**src/rtl/mseq_check.sv**
```systemverilog
// mseq_check: receive-side checker for the team's m-sequence generator.
// A local LFSR is loaded from WIDTH received bits and then free-runs.
// Each later valid bit is compared against the local prediction.
// Lock is declared after LOCK_CNT consecutive correct predictions.
// While locked, errors are counted per WINDOW bits.
// Reaching ERR_THRESH errors within one window drops lock and reloads.
// Optional feature: define MSEQ_ERR_TOTAL_EN to enable the saturating err_total counter.
module mseq_check #(
   parameter int WIDTH      = 4,
   parameter int LOCK_CNT   = 8,
   parameter int WINDOW     = 16,
   parameter int ERR_THRESH = 3
) (
   input  logic             clk,
   input  logic             rst,
   input  logic             bit_in,
   input  logic             bit_valid,
   input  logic [WIDTH-1:0] taps,
   output logic             lock,
   output logic             err_pulse,
   output logic [WIDTH-1:0] phase,
   output logic [15:0]      err_total
);

   localparam int CW = (WIDTH > 1) ? $clog2(WIDTH) : 1;

   localparam logic [CW-1:0] LOAD_LAST  = CW'(WIDTH - 1);
   localparam logic [7:0]    MATCH_LAST = 8'(LOCK_CNT - 1);
   localparam logic [7:0]    WIN_END    = 8'(WINDOW);
   localparam logic [7:0]    ERR_END    = 8'(ERR_THRESH);

   typedef enum logic [1:0] {
      ST_LOAD   = 2'd0,
      ST_VERIFY = 2'd1,
      ST_LOCKED = 2'd2
   } state_t;

   state_t           state, state_n;
   logic [WIDTH-1:0] phase_n;
   logic [CW-1:0]    load_cnt, load_cnt_n;
   logic [7:0]       match_cnt, match_cnt_n;
   logic [7:0]       win_cnt, win_cnt_n;
   logic [7:0]       err_cnt, err_cnt_n;
   logic             lock_n;
   logic             err_pulse_n;

   logic             fb;
   logic             mismatch;
   logic [WIDTH-1:0] phase_load;
   logic [WIDTH-1:0] phase_run;
   logic [7:0]       win_inc;
   logic [7:0]       err_inc;

   // Prediction and the two candidate next phases (loaded vs free-running)
   always_comb begin
      fb         = ^(phase & taps);
      mismatch   = (bit_in != fb);
      phase_load = {bit_in, phase[WIDTH-1:1]};
      phase_run  = {fb, phase[WIDTH-1:1]};
      win_inc    = win_cnt + 8'd1;
      err_inc    = err_cnt + {7'd0, mismatch};
   end

   // Next-state and next-output logic; nothing moves unless bit_valid is high
   always_comb begin
      state_n     = state;
      phase_n     = phase;
      load_cnt_n  = load_cnt;
      match_cnt_n = match_cnt;
      win_cnt_n   = win_cnt;
      err_cnt_n   = err_cnt;
      lock_n      = lock;
      err_pulse_n = 1'b0;
      if (bit_valid) begin
         case (state)
            ST_LOAD: begin
               phase_n = phase_load;
               if (load_cnt == LOAD_LAST) begin
                  // An all-zero phase is the LFSR lock-up state: reload from scratch
                  load_cnt_n = '0;
                  if (phase_load != '0) begin
                     state_n     = ST_VERIFY;
                     match_cnt_n = '0;
                  end
               end else begin
                  load_cnt_n = load_cnt + CW'(1);
               end
            end
            ST_VERIFY: begin
               phase_n = phase_run;
               if (!mismatch) begin
                  if (match_cnt == MATCH_LAST) begin
                     state_n     = ST_LOCKED;
                     lock_n      = 1'b1;
                     match_cnt_n = '0;
                     win_cnt_n   = '0;
                     err_cnt_n   = '0;
                  end else begin
                     match_cnt_n = match_cnt + 8'd1;
                  end
               end else begin
                  // The bad bit is dropped; LOAD refills the whole phase anyway
                  err_pulse_n = 1'b1;
                  state_n     = ST_LOAD;
                  load_cnt_n  = '0;
                  match_cnt_n = '0;
               end
            end
            ST_LOCKED: begin
               phase_n     = phase_run;
               err_pulse_n = mismatch;
               // Loss of lock takes priority over a simultaneous window end
               if (mismatch && (err_inc == ERR_END)) begin
                  state_n     = ST_LOAD;
                  lock_n      = 1'b0;
                  load_cnt_n  = '0;
                  match_cnt_n = '0;
                  win_cnt_n   = '0;
                  err_cnt_n   = '0;
               end else if (win_inc == WIN_END) begin
                  win_cnt_n = '0;
                  err_cnt_n = '0;
               end else begin
                  win_cnt_n = win_inc;
                  err_cnt_n = err_inc;
               end
            end
            default: begin
               state_n    = ST_LOAD;
               load_cnt_n = '0;
               lock_n     = 1'b0;
            end
         endcase
      end
   end

   // State, counters and registered outputs
   always_ff @(posedge clk or posedge rst) begin
      if (rst) begin
         state     <= ST_LOAD;
         phase     <= '0;
         load_cnt  <= '0;
         match_cnt <= '0;
         win_cnt   <= '0;
         err_cnt   <= '0;
         lock      <= 1'b0;
         err_pulse <= 1'b0;
      end else begin
         state     <= state_n;
         phase     <= phase_n;
         load_cnt  <= load_cnt_n;
         match_cnt <= match_cnt_n;
         win_cnt   <= win_cnt_n;
         err_cnt   <= err_cnt_n;
         lock      <= lock_n;
         err_pulse <= err_pulse_n;
      end
   end

`ifdef MSEQ_ERR_TOTAL_EN
   logic [15:0] err_total_r;

   function automatic logic [15:0] sat_inc16(input logic [15:0] v);
      return (v == 16'hFFFF) ? v : v + 16'd1;
   endfunction

   // Lifetime error count, moves together with err_pulse and survives loss of lock
   always_ff @(posedge clk or posedge rst) begin
      if (rst) begin
         err_total_r <= '0;
      end else if (err_pulse_n) begin
         err_total_r <= sat_inc16(err_total_r);
      end
   end

   assign err_total = err_total_r;
`else
   assign err_total = 16'd0;
`endif

endmodule

```
**config.mk**
```make
export PLATFORM = sky130hd
export DESIGN_NAME = mseq_check
export DESIGN_NICKNAME = d
export VERILOG_FILES = /design/src/rtl/mseq_check.sv
export SDC_FILE = /design/constraint.sdc
export NUM_CORES = 1
export LEC_CHECK = 0
export ABC_AREA = 1
export ABC_CLOCK_PERIOD_IN_PS = 3000
export CAP_MARGIN = 15
export CORE_UTILIZATION = 36
export CTS_CLUSTER_DIAMETER = 150
export DETAILED_ROUTE_END_ITERATION = 12
export MAX_ROUTING_LAYER = met4
export PLACE_DENSITY = 0.55
export SLEW_MARGIN = 40
export SYNTH_ARGS = -nofsm -noshare
export SYNTH_HDL_FRONTEND = slang
export SYNTH_SLANG_ARGS = --single-unit
```
**constraint.sdc**
```tcl
create_clock -name clk -period 3 [get_ports clk]
set_input_delay 0.9 -clock clk [delete_from_list [all_inputs] [get_ports clk]]
set_output_delay 0.9 -clock clk [all_outputs]
set_load 0.005 [all_outputs]
```
==> metrics.md <==
| Metric | Value |
|---|---|
| Final Hold Viols | 0 |
| CP required | 3.17 ns |
| Slew Viols, Final | 0 |
| Leakage power total | 0.00159 uW |
| Setup tns final | 0 ns |
| Adder-cell share of the synthesized area | 4.95% |
| Peak Freq | 0.353 GHz |
| CTS max path bufs | 2 |
| PD cells | 653 nW/um^2 |
| WL/cell | 11.1 um |
| CTS clk-pin slew, worst paths | 0.07 ns |
| Worst r2r src | phase[1] |
| Vias in the first global route | 2117 |
| CP Launch Type | input port |
| Worst hold endpoint | lock |
| Worst path depth | 21 |
| DRT iter0 DRCs | 90 |
| Post-route ant nets | 0 |
| Final Power | 2030 uW |
| Grt met3 use | 3.18% |
| Largest net degree at the start of global routing | 35 |
| GR Util met1 | 22.0% |
| Root Buffer | clkbuf_8 |
| Post-Route WL | 5370 um |
| Gr usage total | 16.8% |
| Critical path, cell by cell | dlygate4sd2_1, nand2_2, inv_2, nand2_1, nand2_2, nand2_2, nand3_2, nand2_4, buf_8, ha_4, nand2_4, nor2_4, nand3_2, nand2_2, nand2_2, nor2_2, nand3_2, nand2_4, nand3_4, nand2_1, nand2_1 |
| Synth Register Bits | 34 |
| Peak VDD IR | 0.330 mV |
| GR peak layer | met2 |
| Via-to-Cell Ratio | 4.52 |
| Post-synth top area share | 33.7% |
| Tightest Pin Transition | 0.602 ns |
| Syn avg cell area | 7.30 sq um |
| Hold depth | 2 |
| CTS H-tree lvls | 2 |
| Clock insertion delay at the later pin of the skew report | 0.28 ns |
| Largest family of logic cells by synthesized area | simple AND/OR/NAND/NOR gates |
| Crit path largest cell delay | 0.23 ns |
| Initial Utilization | 37.2% |
| RD Place Congestion | 0.822 |
| Synth top area cells | dfrtp_1 (34%), nand2_1 (15%), nand3_1 (5.7%) |
| CP Buf/Inv Count | 3 |
| Post-synthesis sequential area ratio | 33.7% |
| Simple-gate share of the synthesized area | 39.4% |
| Max Fanout on Critical Path | 8 |
| Critical R2R Capture | match_cnt[5] |
| Setup violations, final | 0 |
| Initial antenna violation count | 0 |
| Post-route DRC | 0 |
| Critical-path top delay cell | dlygate4sd2_1 |
| Core ar. | 6790 sq um |
| First-pass GRT wire length | 9540 um |
| Unique masters post-synth | 35 |
| Dpl cells | 465 |
| Hold path startpoint | lock |
| Die Ht | 85.8 um |
| CP top delay family | simple AND/OR/NAND/NOR gates |
| Mux share of post-synthesis cell area | 0% |
| Worst slew margin | 59.8% |
| Mapped Cells | 346 |
| Reg2Reg Setup Slack | 0.51 ns |
| Share of cells above drive strength 1 | 26.4% |
| Layout Cells excl Fill | 483 |
| Ys Warns | 0 |
| ANT cells | 0 |
| Boundary pin count | 30 |
| Total CTS buffers | 5 |
| Critical Path Source | taps[3] |
| Synth Area in Compound Gates | 4.85% |
| I/O Buffers | 13 |
| GR met2 Demand/Resource | 26.3% |
| Area Growth Syn to Fin | 22.9% |
| Sink Count | 34 |
| DR vias | 2183 |
| Mapped cell area | 2530 sq um |
| DIE WIDTH | 85.8 um |
| Worst path most repeated cell | nand2_2 |
| Ys async rst share | 100% |
| Kind of critical path | input port to flop |
| Post-synth EDFFs | 0 |
| Layout net count | 406 |
| Final Cycle Share | 94.5% |
| TritonCTS clock tree | built |
| Worst reg-to-reg path cell count | 21 |
| Clock Skew | 0.00941 ns |
| GR Overflow Total | 0 |
| Post-layout minimum cycle time | 2.83 ns |
| DP Wirelength | 3750 um |
| Most area-hungry cell type in the Yosys netlist | dfrtp_1 |
| Worst Hold Class | flop to flop |
| Worst Setup End Kind | flop |
| First-pass DRT Iterations | 4 |
| Most used flip-flop cell after synthesis | dfrtp_1 |
| Hold-fix buffers, CTS | 0 |
| Outcome | finished, final reports clean |
| Max Cap Viol | 0 |
| Die Area | 7360 sq um |
| Arr. time, crit path | 3.01 ns |
| Synth Area in XOR/XNOR | 3.12% |
| Num rows | 30 |
==> routing by layer <==
metal	routed length (um)	share of wire, %
met1	2640	49
met2	2590	48
met3	90	1.7
met4	50	0.93
met5	0	0
==> sequential cells by signal (all words and copies together), names as in the netlist <==
signal     cells
load_cnt       2
err_pulse      1
lock           1
phase          4
err_cnt        8
state          2
match_cnt      8
win_cnt        8
==> report_power, final <==
part           switching [uW]  internal [uW]
sequential               85.0            545
clock                     161            177
combinational             623            437
==> worst max-delay path by stage <==
stage | endpoint | slack (ns)
3_3_place_gp | match_cnt[7] | -0.45
6_report | match_cnt[5] | 0.17
5_1_grt | match_cnt[5] | -0.03
4_1_cts | match_cnt[7] | 0.11
2_1_floorplan | match_cnt[7] | 0.15
3_5_place_dp | match_cnt[0] | -0.48
==> synthesized netlist by cell type, types with 2 or more instances <==
cell	instances
dfrtp_1	34
or2_2	2
xnor2_1	3
xor2_1	6
o21ai_2	7
o21ai_1	6
nor2_1	21
buf_6	2
clkinv_1	2
nand2_2	6
ha_1	10
nor3_1	8
nand2_4	4
inv_2	5
o21ai_0	2
nand4_1	22
nand3_1	29
buf_4	16
inv_1	38
nand3_2	4
clkbuf_1	3
nand2_1	103
==> cell families after synthesis <==
kind of cell               after synthesis
other                                    1
DFF                                     34
and+or+nand+nor                        205
AOI/OAI and AO/OA                       18
adders and majority gates               10
xor gates and xnor gates                 9
buffers and inverters                   69
==> metrics by stage <==
stage / setup WS (ns) / utilization, % / instance area, sq um / hold WS [ns]
4_1_cts: 0.109 / 44.0 / 2990 / 0.472
3_3_place_gp: -0.450 / 41.1 / 2790 / 0.465
6_report: 0.166 / 45.7 / 3110 / 0.480
3_5_place_dp: -0.481 / 41.1 / 2790 / 0.466
5_1_grt: -0.0320 / 45.7 / 3110 / 0.494
2_1_floorplan: 0.151 / - / 2580 / 0.446
==> layout make-up <==
cell class,count,area [sq um]
multi-input cells,259,1520
well taps,96,120
flip-flops and latches,34,851
repair buffers,42,350
inverters,46,180
clock buffers,6,82.6
fillers,690,3690
==> tightest hold or removal path, delay by kind of cell, from the launching register on <==
kind          cells  cell delay [ns]
flops             1             0.35
simple gates      2             0.09
==> placed cells by master (no fill, tap or decap), types with 8 or more instances in the layout <==
cell type / count
nor2_1: 20
nand2_2: 20
nand2_4: 10
inv_1: 35
clkdlybuf4s50_1: 8
nor3_1: 8
nand4_1: 22
dfrtp_1: 34
buf_4: 28
nand2_1: 84
conb_1: 16
nand3_1: 26
==> timing repair <==
item	in CTS	in global routing
gates cloned	1	0
endpoints found under the setup margin	23	23
gates resized for setup	22	29
buffers inserted	7	4
pin swaps	20	21
Power figures use the tool's default switching activity.
